File: src/rtl/box_tracker_pkg.sv
// Shared types for the box tracker: tracker state encoding, coordinate widths
// and the packed bounding-box record used throughout the pipeline.
package box_pkg;

  localparam int X_W = 11;
  localparam int Y_W = 10;

  typedef enum logic [1:0] {
    ST_IDLE    = 2'd0,
    ST_ACQUIRE = 2'd1,
    ST_TRACK   = 2'd2,
    ST_COAST   = 2'd3
  } state_t;

  typedef struct packed {
    logic [X_W-1:0] x;
    logic [Y_W-1:0] y;
    logic [X_W-1:0] w;
    logic [Y_W-1:0] h;
  } box_t;

endpackage

File: src/rtl/box_tracker_ema_update.sv
// One-axis exponential smoothing step: old + (meas - old) >>> SHIFT, with the
// result clamped into the unsigned range of the coordinate.
module ema_update #(
  parameter int W     = 11,
  parameter int SHIFT = 2
) (
  input  logic [W-1:0] old_val,
  input  logic [W-1:0] meas,
  output logic [W-1:0] new_val
);

  localparam int DW = 12;
  localparam logic signed [DW:0] MAX_V = (DW+1)'((1 << W) - 1);

  logic signed [DW-1:0] diff;
  logic signed [DW-1:0] step;
  logic signed [DW:0]   sum;

  function automatic logic [W-1:0] clamp(input logic signed [DW:0] v);
    if (v < 0)
      return '0;
    else if (v > MAX_V)
      return '1;
    else
      return v[W-1:0];
  endfunction

  // Arithmetic shift floors toward minus infinity, so a downward move of
  // less than 2^SHIFT still steps by one.
  always_comb begin
    diff    = $signed(DW'(meas)) - $signed(DW'(old_val));
    step    = diff >>> SHIFT;
    sum     = $signed({step[DW-1], step}) + $signed((DW+1)'(old_val));
    new_val = clamp(sum);
  end

endmodule

File: src/rtl/box_tracker.sv
// Two-stage bounding-box tracker: stage 1 qualifies the measurement by area,
// stage 2 runs the acquire/track/coast FSM and EMA-smooths the box.
// Optional macro BOX_TRACKER_JUMP_REJECT_EN rejects large centre jumps while locked.
module box_tracker
  import box_pkg::*;
#(
  parameter int SHIFT       = 2,
  parameter int MIN_AREA    = 64,
  parameter int ACQ_FRAMES  = 3,
  parameter int LOST_FRAMES = 8,
  parameter int MAX_JUMP    = 128
) (
  input  logic           clk_in,
  input  logic           rst_n_in,
  input  logic [X_W-1:0] x_in,
  input  logic [Y_W-1:0] y_in,
  input  logic [X_W-1:0] w_in,
  input  logic [Y_W-1:0] h_in,
  input  logic           valid_in,
  output logic [X_W-1:0] x_out,
  output logic [Y_W-1:0] y_out,
  output logic [X_W-1:0] w_out,
  output logic [Y_W-1:0] h_out,
  output logic           locked_out,
  output logic           update_out,
  output logic [1:0]     state_out
);

  localparam int CNT_W = 8;
  localparam logic [CNT_W-1:0] ACQ_N    = CNT_W'(ACQ_FRAMES);
  localparam logic [CNT_W-1:0] LOST_N   = CNT_W'(LOST_FRAMES);
  localparam logic [20:0]      AREA_MIN = 21'(MIN_AREA);

  logic [20:0]      area;
  logic             vld_p1;
  logic             hit_p1;
  box_t             meas_p1;

  box_t             box_p2;
  box_t             ema_box;
  state_t           state_p2;
  logic [CNT_W-1:0] hit_cnt_p2;
  logic [CNT_W-1:0] miss_cnt_p2;
  logic             locked_p2;
  logic             update_p2;
  logic             trk_hit;

  assign area = 21'(w_in) * 21'(h_in);

  // ---- stage 1: register measurement, qualify by area ----
  always_ff @(posedge clk_in or negedge rst_n_in) begin
    if (!rst_n_in)
      vld_p1 <= 1'b0;
    else
      vld_p1 <= valid_in;
  end

  always_ff @(posedge clk_in) begin
    meas_p1 <= '{x: x_in, y: y_in, w: w_in, h: h_in};
    hit_p1  <= (w_in != '0) && (area >= AREA_MIN);
  end

  ema_update #(.W(X_W), .SHIFT(SHIFT)) u_ema_x (
    .old_val(box_p2.x), .meas(meas_p1.x), .new_val(ema_box.x)
  );
  ema_update #(.W(Y_W), .SHIFT(SHIFT)) u_ema_y (
    .old_val(box_p2.y), .meas(meas_p1.y), .new_val(ema_box.y)
  );
  ema_update #(.W(X_W), .SHIFT(SHIFT)) u_ema_w (
    .old_val(box_p2.w), .meas(meas_p1.w), .new_val(ema_box.w)
  );
  ema_update #(.W(Y_W), .SHIFT(SHIFT)) u_ema_h (
    .old_val(box_p2.h), .meas(meas_p1.h), .new_val(ema_box.h)
  );

`ifdef BOX_TRACKER_JUMP_REJECT_EN
  localparam logic signed [X_W+1:0] JUMP_X = (X_W+2)'(MAX_JUMP);
  localparam logic signed [Y_W+1:0] JUMP_Y = (Y_W+2)'(MAX_JUMP);

  logic [X_W:0]          cx_meas, cx_box;
  logic [Y_W:0]          cy_meas, cy_box;
  logic signed [X_W+1:0] dx;
  logic signed [Y_W+1:0] dy;
  logic                  jump_far;

  // Centres are compared against the smoothed box, not the last raw input.
  always_comb begin
    cx_meas  = (X_W+1)'(meas_p1.x) + (X_W+1)'(meas_p1.w >> 1);
    cx_box   = (X_W+1)'(box_p2.x)  + (X_W+1)'(box_p2.w >> 1);
    cy_meas  = (Y_W+1)'(meas_p1.y) + (Y_W+1)'(meas_p1.h >> 1);
    cy_box   = (Y_W+1)'(box_p2.y)  + (Y_W+1)'(box_p2.h >> 1);
    dx       = $signed({1'b0, cx_meas}) - $signed({1'b0, cx_box});
    dy       = $signed({1'b0, cy_meas}) - $signed({1'b0, cy_box});
    jump_far = (dx > JUMP_X) || (dx < -JUMP_X) || (dy > JUMP_Y) || (dy < -JUMP_Y);
    trk_hit  = hit_p1 && !jump_far;
  end
`else
  assign trk_hit = hit_p1;
`endif

  // ---- stage 2: tracking FSM and smoothed box ----
  always_ff @(posedge clk_in or negedge rst_n_in) begin
    if (!rst_n_in) begin
      state_p2    <= ST_IDLE;
      box_p2      <= '0;
      hit_cnt_p2  <= '0;
      miss_cnt_p2 <= '0;
      locked_p2   <= 1'b0;
      update_p2   <= 1'b0;
    end else begin
      update_p2 <= vld_p1;
      if (vld_p1) begin
        case (state_p2)
          ST_IDLE: begin
            if (hit_p1) begin
              box_p2     <= meas_p1;
              hit_cnt_p2 <= CNT_W'(1);
              if (ACQ_N <= CNT_W'(1)) begin
                state_p2  <= ST_TRACK;
                locked_p2 <= 1'b1;
              end else begin
                state_p2 <= ST_ACQUIRE;
              end
            end
          end
          ST_ACQUIRE: begin
            if (hit_p1) begin
              box_p2     <= meas_p1;
              hit_cnt_p2 <= hit_cnt_p2 + CNT_W'(1);
              if (hit_cnt_p2 + CNT_W'(1) >= ACQ_N) begin
                state_p2  <= ST_TRACK;
                locked_p2 <= 1'b1;
              end
            end else begin
              hit_cnt_p2 <= '0;
              state_p2   <= ST_IDLE;
            end
          end
          ST_TRACK: begin
            if (trk_hit) begin
              box_p2 <= ema_box;
            end else if (LOST_N <= CNT_W'(1)) begin
              state_p2    <= ST_IDLE;
              locked_p2   <= 1'b0;
              hit_cnt_p2  <= '0;
              miss_cnt_p2 <= '0;
            end else begin
              miss_cnt_p2 <= CNT_W'(1);
              state_p2    <= ST_COAST;
            end
          end
          ST_COAST: begin
            if (trk_hit) begin
              box_p2      <= ema_box;
              miss_cnt_p2 <= '0;
              state_p2    <= ST_TRACK;
            end else if (miss_cnt_p2 + CNT_W'(1) >= LOST_N) begin
              state_p2    <= ST_IDLE;
              locked_p2   <= 1'b0;
              hit_cnt_p2  <= '0;
              miss_cnt_p2 <= '0;
            end else begin
              miss_cnt_p2 <= miss_cnt_p2 + CNT_W'(1);
            end
          end
        endcase
      end
    end
  end

  assign x_out      = box_p2.x;
  assign y_out      = box_p2.y;
  assign w_out      = box_p2.w;
  assign h_out      = box_p2.h;
  assign locked_out = locked_p2;
  assign update_out = update_p2;
  assign state_out  = state_p2;

endmodule

File: config.mk
export PLATFORM = sky130hd
export DESIGN_NAME = box_tracker
export DESIGN_NICKNAME = d
export VERILOG_FILES = /design/src/rtl/box_tracker_pkg.sv /design/src/rtl/box_tracker_ema_update.sv /design/src/rtl/box_tracker.sv
export SDC_FILE = /design/constraint.sdc
export NUM_CORES = 1
export LEC_CHECK = 0
export BUFFER_PORTS_ARGS = -buffer_cell sky130_fd_sc_hd__clkbuf_2
export CORE_ASPECT_RATIO = 0.6
export CORE_MARGIN = 1.5
export CORE_UTILIZATION = 55
export CTS_BUF_LIST = sky130_fd_sc_hd__clkbuf_16
export DETAILED_ROUTE_END_ITERATION = 10
export GPL_TIMING_DRIVEN = 0
export MAX_ROUTING_LAYER = met4
export PLACE_DENSITY = 0.74
export SETUP_SLACK_MARGIN = 0.2
export SLEW_MARGIN = 40
export SYNTH_ARGS = -nofsm -noshare
export SYNTH_HDL_FRONTEND = slang
export SYNTH_SLANG_ARGS = --single-unit
File: constraint.sdc
create_clock -name clk_in -period 4.25 [get_ports clk_in]
set_input_delay 0.85 -clock clk_in [delete_from_list [all_inputs] [get_ports clk_in]]
set_output_delay 0.85 -clock clk_in [all_outputs]
set_load 0.1 [all_outputs]
# --- Word level (Yosys, flattened, before mapping) ---
# Index checks and enable logic that the tools add are counted.
totals:
  regBits: 106
op_classes:
  addsub: 10
  mul: 1
  n_lt_le_gt_ge: 11
  n_eq_ne: 13
  n_mux: 32
  n_reduce_logical: 13
op_table:
  columns: ["cell", "count"]
  rows:
  - ["$mux 42", 2]
  - ["$pmux 42 s2", 1]
  - ["$mux 8", 7]
  - ["$mux 11", 4]
  - ["$mux 10", 4]
  - ["$add 10x12->13", 2]
  - ["$gt 13x12->1 const B", 2]
  - ["$lt 13x1->1 const B", 2]
  - ["$add 9x11->12", 2]
  - ["$gt 12x11->1 const B", 2]
  - ["$lt 12x1->1 const B", 2]
  - ["$pmux 8 s3", 1]
  - ["$sub 11x11->12", 2]
  - ["$sub 10x10->11", 2]
  - ["$ge 21x7->1 const B", 1]
  - ["$mul 11x10->21", 1]
  - ["$add 8x1->8 const B", 2]
  - ["$pmux 8 s2", 1]
  - ["$mux 2", 6]
  - ["$ne 2x2->1 const B", 6]
  - ["$reduce_bool 11->1", 1]
  - ["$reduce_and 5->1", 2]
  - ["$ge 8x2->1 const B", 1]
  - ["$ge 8x4->1 const B", 1]
  - ["other kinds (14)", 23]

# --- Longest topological paths before layout ---
# Gate-level depths: netlist of run 1.
logic_depth:
  ltp_word: 7
  ltp_mapped: 20

# --- By module ---
# Synthesis of run 1 repeated with hierarchy kept, for this count alone.
hier_totals:
  cells_unflattened: 1332
  hier_area_um2: 11876.4
by_module_without_submodules:
  columns: ["module", "instances", "cells_each", "area_per_inst_um2", "seq_area_each_um2"]
  rows:
  - ["box_tracker", 1, 772, 7579.8, 2437.3]
  - ["ema_update at u_ema_x", 1, 161, 1211.2, 0.0]
  - ["ema_update at u_ema_w", 1, 134, 1036.0, 0.0]
  - ["ema_update at u_ema_h", 1, 130, 1028.5, 0.0]
  - ["ema_update at u_ema_y", 1, 135, 1021.0, 0.0]

# --- Worst setup path before layout of run 1 ---
# OpenSTA, ideal clock, no wires.
synth_timing:
  path_type: "input -> register"
  startpoint: "in h_in[9]"
  endpoint: "reg hit_p1"
  setup_time_ns: 0.135
  t_arrival_ns: 5.498
  path_slack_ns: -1.384
  stages: 16
  n_path_buf: 1
  path_cell_list: "clkbuf_1 > nand2_1 > fa_1 > fa_1 > inv_1 > fa_1 > fa_1 > fa_1 > ha_1 > a2111o_1 > o21ai_1 > o21bai_1 > a311o_1 > a21oi_1 > mux2i_1 > a31oi_1"
synth_via:
  elab_chain_cells: 3
synth_rtl:
  columns: ["element", "line_no", "text"]
  rows:
  - ["from (decl)", "box_tracker.sv:18", "input logic [Y_W-1:0] h_in,"]
  - ["$mul 11x10->21", "box_tracker.sv:48", "assign area = 21'(w_in) * 21'(h_in);"]
  - ["$ge 21x7->1", "box_tracker.sv:60", "hit_p1 <= (w_in != '0) && (area >= AREA_MIN);"]
  - ["$logic_and 1x1->1", "box_tracker.sv:60", null]
  - ["to (signal assigned)", "box_tracker.sv:60", null]
  - ["to (decl)", "box_tracker.sv:36", "logic hit_p1;"]
# Every way passes these cells.
# A chain may end at the register's enable or synchronous reset.

# --- Final worst setup path of run 1 ---
layout_timing:
  startpoint: "in w_in[1]"
  endpoint: "reg hit_p1"
layout_via:
  elab_chain_cells: 3
  word_cells_on_any_way: 4
  classes_between: "mul (1); order compare (1); reduce/logical (2)"
layout_rtl:
  columns: ["element", "line_no", "text"]
  rows:
  - ["from (decl)", "box_tracker.sv:17", "input logic [X_W-1:0] w_in,"]
  - ["$mul 11x10->21", "box_tracker.sv:48", null]
  - ["$ge 21x7->1", "box_tracker.sv:60", null]
  - ["$logic_and 1x1->1 *", "box_tracker.sv:60", null]
# Mark *: on every way between the ends. The rest lies on a longest branch, timed or not.

==> impl_metrics.json, run 1 <==
{
  "async_flop_share": 0.594,
  "yosys.area.top_type": "ha_1",
  "failed_checks": "negative setup slack",
  "synth_seq_cells": 106,
  "hpwlAfterDp_mm": 23.7,
  "setup_violations": 1,
  "syn_area_per_cell_sq_um": 8.77,
  "die_area_sq_mm": 0.0215,
  "start_kind": "primary input",
  "synthCells": 1291,
  "die_x_um": 188,
  "fmax_ghz": 0.182,
  "finalHoldViolCount": 0,
  "portBuffers": 90,
  "synth-edff-count": 0,
  "avgViaCountPerCell": 5.78,
  "core_area_sq_mm": 0.0201,
  "insertion_delay_ns": 0.36,
  "design_area_sq_mm": 0.0132,
  "whs_ns": 0.383,
  "track_usage": 0.300,
  "grt_pass1_wl_mm": 49.3,
  "rsz0062_at_grt": "true",
  "reg2reg_to": "x_out[10]$_DFFE_PN0P_",
  "reg2reg_depth": 17,
  "first_pass_iters": 6,
  "synth_top_area_share": 0.159,
  "timing.final.ws_setup_ns": -1.26,
  "crit_path_end_kind": "register",
  "tightest_slew_ns": 0.745,
  "synth_warnings": 0,
  "cts_buffers": 9,
  "cts_root_buffer": "clkbuf_16",
  "drt_iter0_drc": 868,
  "crit_type": "primary input to register",
  "ys_seq_area_frac": 0.215,
  "overflow": 0,
  "synth_area_leaders": "ha_1, dfrtp_1, fa_1, dfxtp_1, inv_1",
  "routedWlPerCell_um": 18.2,
  "vias": 9771,
  "crit_fanout": 8,
  "placed_cell_area_sq_mm": 0.0124,
  "cts_max_level": 3,
  "ys_types": 87,
  "r2r-start": "x_out[1]$_DFFE_PN0P_",
  "drive_gt1_frac": 0.168,
  "dp.cells": 1655,
  "status": "finished with violations",
  "cp-startpoint": "w_in[1]",
  "row_count": 40,
  "synth_area_sq_mm": 0.0113,
  "drcViolationCount": 0,
  "cp.arrival_ns": 5.75,
  "grt_max_degree": 33,
  "start_util": 0.564,
  "antenna_found_initial": 0,
  "cts.path.max_buffers": 2,
  "final_cells": 1690,
  "finalWirelength_mm": 30.7,
  "skew_ns": 0.0113,
  "dieHeight_um": 114,
  "syn_nets": 1554,
  "regToRegSetupSlack_ns": 0.37,
  "crit_path_end": "hit_p1$_DFF_P_",
  "cts_tree": "yes",
  "hold_path_class": "primary input to asynchronous set/reset pin",
  "num_io_pins": 91,
  "clock_sinks": 106,
  "report.final.slew_viol_count": 0,
  "max_cap_violations": 0,
  "fin_crit_sh": 1.30,
  "cts.clk_slew.worst_paths_ns": 0.08,
  "ys.flop_type": "dfrtp_1",
  "post-place-ws_ns": -1.78,
  "area_growth_pct": 16.3,
  "grt_pass1_vias": 9321,
  "antenna_cells": 0,
  "min_period_ns": 5.51,
  "place_congestion": 0.886,
  "required_ns": 4.50,
  "drt.antenna.violating_nets": 0,
  "slew-limit-headroom": 0.503,
  "layout.nets": 1675
}
-- per-layer routing --
metal | part of all wire | global-route usage
met1 | 0.52 | 0.480
met2 | 0.39 | 0.389
met3 | 0.084 | 0.0549
met4 | 0.0077 | 0.0448
met5 | 0 | -
-- what timing repair did --
action / in CTS / in global routing
pin swaps: 11 / 10
buffers inserted: 13 / 4
hold buffers: 0 / 0
resized for setup: 24 / 35
endpoints found under the hold margin: 0 / 0
setup endpoints to repair: 29 / 42
cloned: 1 / 2
-- how the worst min path moves through the flow --
stage | endpoint | slack (ns) | depth (start not counted)
after global routing | miss_cnt_p2[7]$_DFFE_PN0P_ | 0.40 | 1
final | h_out[7]$_DFFE_PN0P_ | 0.38 | 1
after global placement | update_out$_DFF_PN0_ | 0.37 | 0
after detailed placement | update_out$_DFF_PN0_ | 0.36 | 0
after floorplan | update_out$_DFF_PN0_ | 0.35 | 0
after CTS | update_out$_DFF_PN0_ | 0.38 | 0
-- sequential cells by signal, indices dropped and copies added (netlist names), 8 cells and up, named ones only --
signal and flops:
h_out 10, miss_cnt_p2 8, w_out 11, x_out 11, y_out 10, meas_p1 42, hit_cnt_p2 8
-- synthesized netlist by cell type (all sizes together), types with 20 or more instances --
library cell    n
o21ai          69
xor2           21
fa             74
dfxtp          43
a21o           33
and2           76
nor2           98
a21oi          99
inv           140
a2bb2oi        20
nand2          82
dfrtp          63
clkbuf         39
xnor2          42
ha            144
nor2b          24
-- cell families after synthesis --
kind of cell,count (synthesis),share of synthesized area
AOI/OAI and AO/OA,329,0.198
xor gates and xnor gates,64,0.0514
adders and majority gates,218,0.290
buffers and inverters,183,0.0644
DFF,106,0.215
muxes,6,0.00652
and+or+nand+nor,385,0.175
-- worst max-delay path: stages --
cell and delay [ns]:
clkbuf_2 0.10, clkbuf_8 0.17, buf_4 0.16, and2_1 0.15, fa_2 0.40, fa_1 0.53
inv_1 0.05, fa_1 0.51, inv_1 0.07, fa_2 0.55, fa_2 0.46, ha_4 0.20
a2111oi_1 0.39, a21oi_1 0.11, o21ai_2 0.11, o21bai_2 0.11, a21boi_0 0.18, o21ai_0 0.15
a2111oi_4 0.37, a31oi_1 0.12
-- stage by stage --
step / util / setup TNS [ns]
6_report: 0.656 / -1.26
5_1_grt: 0.656 / -1.45
4_1_cts: 0.645 / -1.21
3_5_place_dp: 0.619 / -1.78
3_3_place_gp: 0.618 / -1.75
2_1_floorplan: - / -1.11
-- area by class of cell --
type	count	area, sq um
Multi-Input combinational cell	1003	8460
Sequential cell	106	2450
Clock inverter	7	87.6
Inverter	140	526
Tap cell	273	342
Buffer	42	442
Clock buffer	9	225
Timing Repair Buffer	110	643
Fill cell	1646	6900
-- cell usage in the layout, fill, tap and decap left out, types with 7 or more instances in the layout --
| cell type | synthesis | layout |
|---|---|---|
| a21o_1 | 33 | 33 |
| fa_1 | 74 | 68 |
| nand2b_1 | 18 | 18 |
| ha_1 | 144 | 139 |
| dfrtp_2 | 0 | 13 |
| nor3b_1 | 11 | 11 |
| and3_1 | 8 | 8 |
| nand2_1 | 81 | 76 |
| o31ai_1 | 8 | 8 |
| o21ai_1 | 24 | 24 |
| clkbuf_2 | 0 | 89 |
| xnor2_1 | 42 | 41 |
| and2_1 | 76 | 75 |
| a21oi_1 | 97 | 93 |
| buf_4 | 0 | 17 |
| nor2_1 | 97 | 96 |
| clkbuf_16 | 0 | 15 |
| xor2_1 | 20 | 20 |
| a211oi_1 | 8 | 7 |
| a31oi_1 | 8 | 7 |
| dfrtp_1 | 63 | 50 |
| clkbuf_8 | 4 | 15 |
| inv_1 | 140 | 142 |
| a2bb2oi_1 | 20 | 19 |
| dfxtp_1 | 43 | 43 |
| o22ai_2 | 9 | 9 |
| nor2b_1 | 24 | 24 |
| nand3_1 | 18 | 18 |
| o21a_1 | 17 | 17 |
| clkbuf_1 | 35 | 13 |
| nor3_1 | 17 | 16 |
| o21ai_0 | 43 | 40 |
| or3_1 | 7 | 7 |
Power of run 1 is not shown: default switching activity piles up to over one toggle a cycle in this logic, so the estimate is an artifact.
==> run 2: changes to the inputs <==
--- a/config.mk
+++ b/config.mk
@@ -13,7 +13,7 @@
 export DETAILED_ROUTE_END_ITERATION = 10
 export GPL_TIMING_DRIVEN = 0
 export MAX_ROUTING_LAYER = met4
-export PLACE_DENSITY = 0.74
+export PLACE_DENSITY_LB_ADDON = 0.2
 export SETUP_SLACK_MARGIN = 0.2
 export SLEW_MARGIN = 40
 export SYNTH_ARGS = -nofsm -noshare
==> run 2 against run 1 <==
  * The run still ends with negative setup slack left
  * Via count increased by 0.63%
  * Global-route usage fell by 0.49 points
  * Cell count rose by 0.59%
  * Largest cell class unchanged
==> impl_metrics.json, run 2 (synthesis results as in run 1) <==
{
  "slew-limit-headroom": 0.513,
  "status": "finished with violations",
  "die_area_sq_mm": 0.0215,
  "grt_pass1_wl_mm": 48.4,
  "drive_gt1_frac": 0.194,
  "start_util": 0.564,
  "row_count": 40,
  "clock_sinks": 106,
  "insertion_delay_ns": 0.36,
  "core_area_sq_mm": 0.0201,
  "portBuffers": 90,
  "fin_tns_setup_ns": -1.17,
  "setup_violations": 1,
  "finalWirelength_mm": 30.5,
  "first_pass_iters": 6,
  "grt_max_degree": 34,
  "met3_wirelength_mm": 2.64,
  "drcViolationCount": 0,
  "num_io_pins": 91,
  "dr_wl_met2_mm": 11.9,
  "max_cap_violations": 0,
  "drt.antenna.violating_nets": 0,
  "cts.path.max_buffers": 2,
  "cts_hold_buf": 0,
  "cts_tree": "yes",
  "crit_cells": 17,
  "avgViaCountPerCell": 5.78,
  "rsz0062_at_grt": "true",
  "largest_register_ffs": 42,
  "place_congestion": 0.915,
  "worst_path_largest_cell_delay_ns": 0.63,
  "crit_type": "primary input to register",
  "drt-met1-wl_mm": 15.7,
  "reg2reg_depth": 17,
  "min_period_ns": 5.42,
  "grt_pass1_vias": 9226,
  "cts.clk_slew.worst_paths_ns": 0.08,
  "cp.arrival_ns": 5.66,
  "tightest_slew_ns": 0.731,
  "crit_top_cell": "fa_1",
  "finalHoldViolCount": 0,
  "vias": 9833,
  "area_growth_pct": 17.9,
  "antenna_found_initial": 0,
  "failed_checks": "negative setup slack",
  "drt_iter0_drc": 736,
  "timing.final.ws_setup_ns": -1.17,
  "dieHeight_um": 114,
  "highest_layer": "met4",
  "routedWlPerCell_um": 17.9,
  "cts_root_buffer": "clkbuf_16",
  "cts_max_level": 3,
  "fin_crit_sh": 1.27,
  "crit_path_end_kind": "register",
  "cts_buffers": 9,
  "post-place-ws_ns": -1.74,
  "die_x_um": 188,
  "crit_family": "adder cells",
  "layout.nets": 1685,
  "track_usage": 0.296,
  "overflow": 0,
  "mostFrequentLayoutCells": "inv_1, ha_1, nor2_1, a21oi_1, clkbuf_2",
  "hold_path_class": "primary input to asynchronous set/reset pin",
  "fmax_ghz": 0.185,
  "regMostFlops": "meas_p1",
  "start_kind": "primary input",
  "crit_fanout": 10,
  "report.final.slew_viol_count": 0,
  "hpwlAfterDp_mm": 23.4,
  "path_cells": "clkbuf_2 > clkbuf_16 > nand2_4 > fa_1 > inv_1 > fa_1 > fa_2 > fa_1 > fa_1 > ha_4 > a2111o_1 > o21ai_4 > o21bai_4 > a311o_1 > a21oi_2 > mux2i_1 > a31oi_1",
  "antenna_cells": 0,
  "slowest_stage": "fa_2",
  "worst-path-buf-inv": 3,
  "required_ns": 4.49,
  "skew_ns": 0.0144
}
run 2: cell type report:
class	count	area, sq um
plain buffers	42	409
repair buffers	121	764
flip-flops and latches	106	2450
multi-input cells	1002	8580
inverters	140	526
clock inverters	7	56.3
fillers	1607	6720
clock buffers	9	225
well taps	273	342
run 2: path summary, 6_finish.rpt:
path | from | endpoint | slack, ns
max | w_in[8] | hit_p1$_DFF_P_ | -1.17
min | rst_n_in | hit_cnt_p2[4]$_DFFE_PN0P_ | 0.39
max reg2reg | x_out[4]$_DFFE_PN0P_ | x_out[10]$_DFFE_PN0P_ | 0.38
min reg2reg | vld_p1$_DFF_PN0_ | update_out$_DFF_PN0_ | 0.41
max in group asynchronous | rst_n_in | w_out[2]$_DFFE_PN0P_ | 3.35
min in group clk_in | vld_p1$_DFF_PN0_ | update_out$_DFF_PN0_ | 0.41
run 2: worst reg2reg max path, delay by kind of cell, from the launching register on:
| family | cells | cell delay (ns) |
|---|---|---|
| buffers and inverters | 1 | 0.06 |
| xor gates and xnor gates | 1 | 0.09 |
| AOI/OAI and AO/OA | 9 | 1.65 |
| and+or+nand+nor | 4 | 0.87 |
| adders and majority gates | 2 | 0.70 |
| DFF | 1 | 0.39 |
run 2: per-layer routing:
metal / vias to the layer above / global-route usage
li1: 4695 / -
met1: 4752 / 0.462
met2: 363 / 0.389
met3: 23 / 0.0634
met4: 0 / 0.0416
met5: - / -
run 2: repair_timing:
item,in CTS,in global routing
setup buffers,14,16
resized for setup,31,71
pin swaps,24,32
endpoints found under the hold margin,0,0
endpoints found under the setup margin,37,42
run 2: through the flow:
stage | util | cell area (sq um) | std cells | hold slack, ns
4_1_cts | 0.645 | 13000 | 1684 | 0.382
3_5_place_dp | 0.619 | 12400 | 1655 | 0.379
5_1_grt | 0.665 | 13400 | 1700 | 0.394
2_1_floorplan | - | 11600 | 1291 | 0.352
3_3_place_gp | 0.618 | 12400 | 1654 | 0.370
6_report | 0.665 | 13400 | 1700 | 0.386
Power of run 2 is left out for the same reason.
==> run 3: changes to the inputs <==
==> constraint.sdc (replaced) <==
create_clock -name clk_in -period 6.1 [get_ports clk_in]
set_input_delay 1.22 -clock clk_in [delete_from_list [all_inputs] [get_ports clk_in]]
set_output_delay 1.22 -clock clk_in [all_outputs]
set_load 0.1 [all_outputs]
==> run 3 against run 2 <==
  * Final area down 0.80%
  * Hold slack improved by 0.044 ns
  * Sequential cell count unchanged
  * First-iteration DRC count decreased by 2.6%
  * Global-route usage down 0.12 points
  * Core utilization down 0.53 points
  * The flow now finishes without violations
  * Clock-buffer cell count did not move
  * Sequential share of layout area is essentially flat
  * Clock skew up 0.00089 ns
  * Die area unchanged
==> impl_metrics.json, run 3 (synthesis results as in run 1) <==
{
  "layout.nets": 1685,
  "timing.final.ws_setup_ns": 0.0565,
  "crit_fanout": 5,
  "clock_sinks": 106,
  "dieHeight_um": 114,
  "drcViolationCount": 0,
  "cts_tree": "yes",
  "cp.arrival_ns": 6.27,
  "report.final.slew_viol_count": 0,
  "fin_tns_setup_ns": 0,
  "first_pass_iters": 5,
  "min_period_ns": 6.04,
  "drt.antenna.violating_nets": 0,
  "row_count": 40,
  "cts_root_buffer": "clkbuf_16",
  "cts_max_level": 3,
  "max_cap_violations": 0,
  "finalHoldViolCount": 0,
  "rsz0062_at_grt": "true",
  "mostFrequentLayoutCells": "inv_1, ha_1, a21oi_1, nor2_1",
  "drt_iter0_drc": 717,
  "slew-limit-headroom": 0.439,
  "num_io_pins": 91,
  "hpwlAfterDp_mm": 23.4,
  "vias": 9784,
  "start_kind": "primary input",
  "routedWlPerCell_um": 18.1,
  "area_growth_pct": 17.0,
  "fin_crit_sh": 0.991,
  "multi_input_area_sq_mm": 0.00838,
  "grt_pass1_wl_mm": 48.4,
  "placed_cell_area_sq_mm": 0.0122,
  "insertion_delay_ns": 0.36,
  "setup_violations": 0,
  "cts_hold_buf": 0,
  "overflow": 0,
  "ff_latch_area_sq_mm": 0.00244,
  "status": "finished clean",
  "die_area_sq_mm": 0.0215,
  "avgViaCountPerCell": 5.75,
  "fmax_ghz": 0.165,
  "grt_pass1_vias": 9207,
  "hold_path_class": "register to register",
  "core_area_sq_mm": 0.0201,
  "die_x_um": 188,
  "skew_ns": 0.0153,
  "place_congestion": 0.908,
  "crit_type": "primary input to register",
  "grt_max_degree": 34,
  "cts.clk_slew.worst_paths_ns": 0.08,
  "crit_path_end_kind": "register",
  "cts.path.max_buffers": 2,
  "required_ns": 6.33,
  "post-place-ws_ns": -0.930,
  "portBuffers": 90,
  "design_area_sq_mm": 0.0132,
  "fillers": 1640,
  "tightest_slew_ns": 0.842,
  "antenna_found_initial": 1,
  "finalWirelength_mm": 30.7,
  "cts_buffers": 9,
  "regMostFlops": "meas_p1",
  "whs_ns": 0.430,
  "start_util": 0.564,
  "track_usage": 0.294,
  "layout_commonest_cell": "inv_1",
  "drive_gt1_frac": 0.163,
  "largest_register_ffs": 42
}
[run 3: cell types whose count changed in the layout (fill, tap and decap cells not counted), moves of 4 or more]
cell / previous run / this run
dfrtp_1: 50 / 63
dfrtp_2: 13 / 0
clkbuf_2: 87 / 78
clkbuf_8: 8 / 15
fa_1: 65 / 71
fa_2: 9 / 3
a21oi_1: 92 / 96
inv_2: 9 / 5
nand2_4: 5 / 1
o21ai_0: 38 / 42
[run 3: area by class of cell]
type                            instances  area share
Antenna cell                            1    0.000189
Buffer                                 42      0.0279
Clock buffer                            9      0.0170
Clock inverter                          7     0.00878
Inverter                              140      0.0399
Multi-Input combinational cell       1002       0.632
Sequential cell                       106       0.184
Tap cell                              273      0.0258
Timing Repair Buffer                  121      0.0643
[run 3: layer usage]
layer  vias to the layer above  global-route usage  routed length (um)
met5                         -                   -                   0
met4                         0              0.0448                 263
met3                        30              0.0653                2650
met2                       357               0.401               12300
met1                      4701               0.447               15500
li1                       4696                   -                   -
[run 3: per-stage QoR]
step           std cells  utilization
2_1_floorplan       1291            -
4_1_cts             1687        0.646
3_3_place_gp        1654        0.605
6_report            1701        0.660
3_5_place_dp        1655        0.606
5_1_grt             1701        0.660
[run 3: worst paths after layout]
check / start / to / slack [ns] / depth (start not counted)
worst max-delay path: h_in[5] / hit_p1$_DFF_P_ / 0.06 / 18
worst min-delay path: vld_p1$_DFF_PN0_ / update_out$_DFF_PN0_ / 0.43 / 0
worst max register to register: w_out[1]$_DFFE_PN0P_ / w_out[8]$_DFFE_PN0P_ / 1.68 / 18
worst min register to register: vld_p1$_DFF_PN0_ / update_out$_DFF_PN0_ / 0.43 / 0
max in group asynchronous: rst_n_in / w_out[3]$_DFFE_PN0P_ / 4.84 / 2
min in group asynchronous: rst_n_in / miss_cnt_p2[1]$_DFFE_PN0P_ / 0.76 / 1
[run 3: what timing repair did]
item,in CTS,in global routing
gates cloned,2,2
endpoints found under the setup margin,1,1
gates resized for setup,69,53
buffers inserted,15,11
pin swaps,24,35
[run 3: critical path, stage by stage]
cell and delay (ns):
buf_4 0.15, buf_8 0.14, and2_1 0.17, fa_2 0.36, fa_1 0.56, inv_2 0.04, fa_1 0.52, inv_2 0.04
fa_1 0.49, fa_1 0.58, ha_4 0.24, a211oi_2 0.25, a2bb2oi_1 0.21, nand4_1 0.23, a2111oi_4 0.30, nand4_1 0.20
a2111oi_2 0.42, a31oi_1 0.13
Power of run 3 is left out for the same reason.
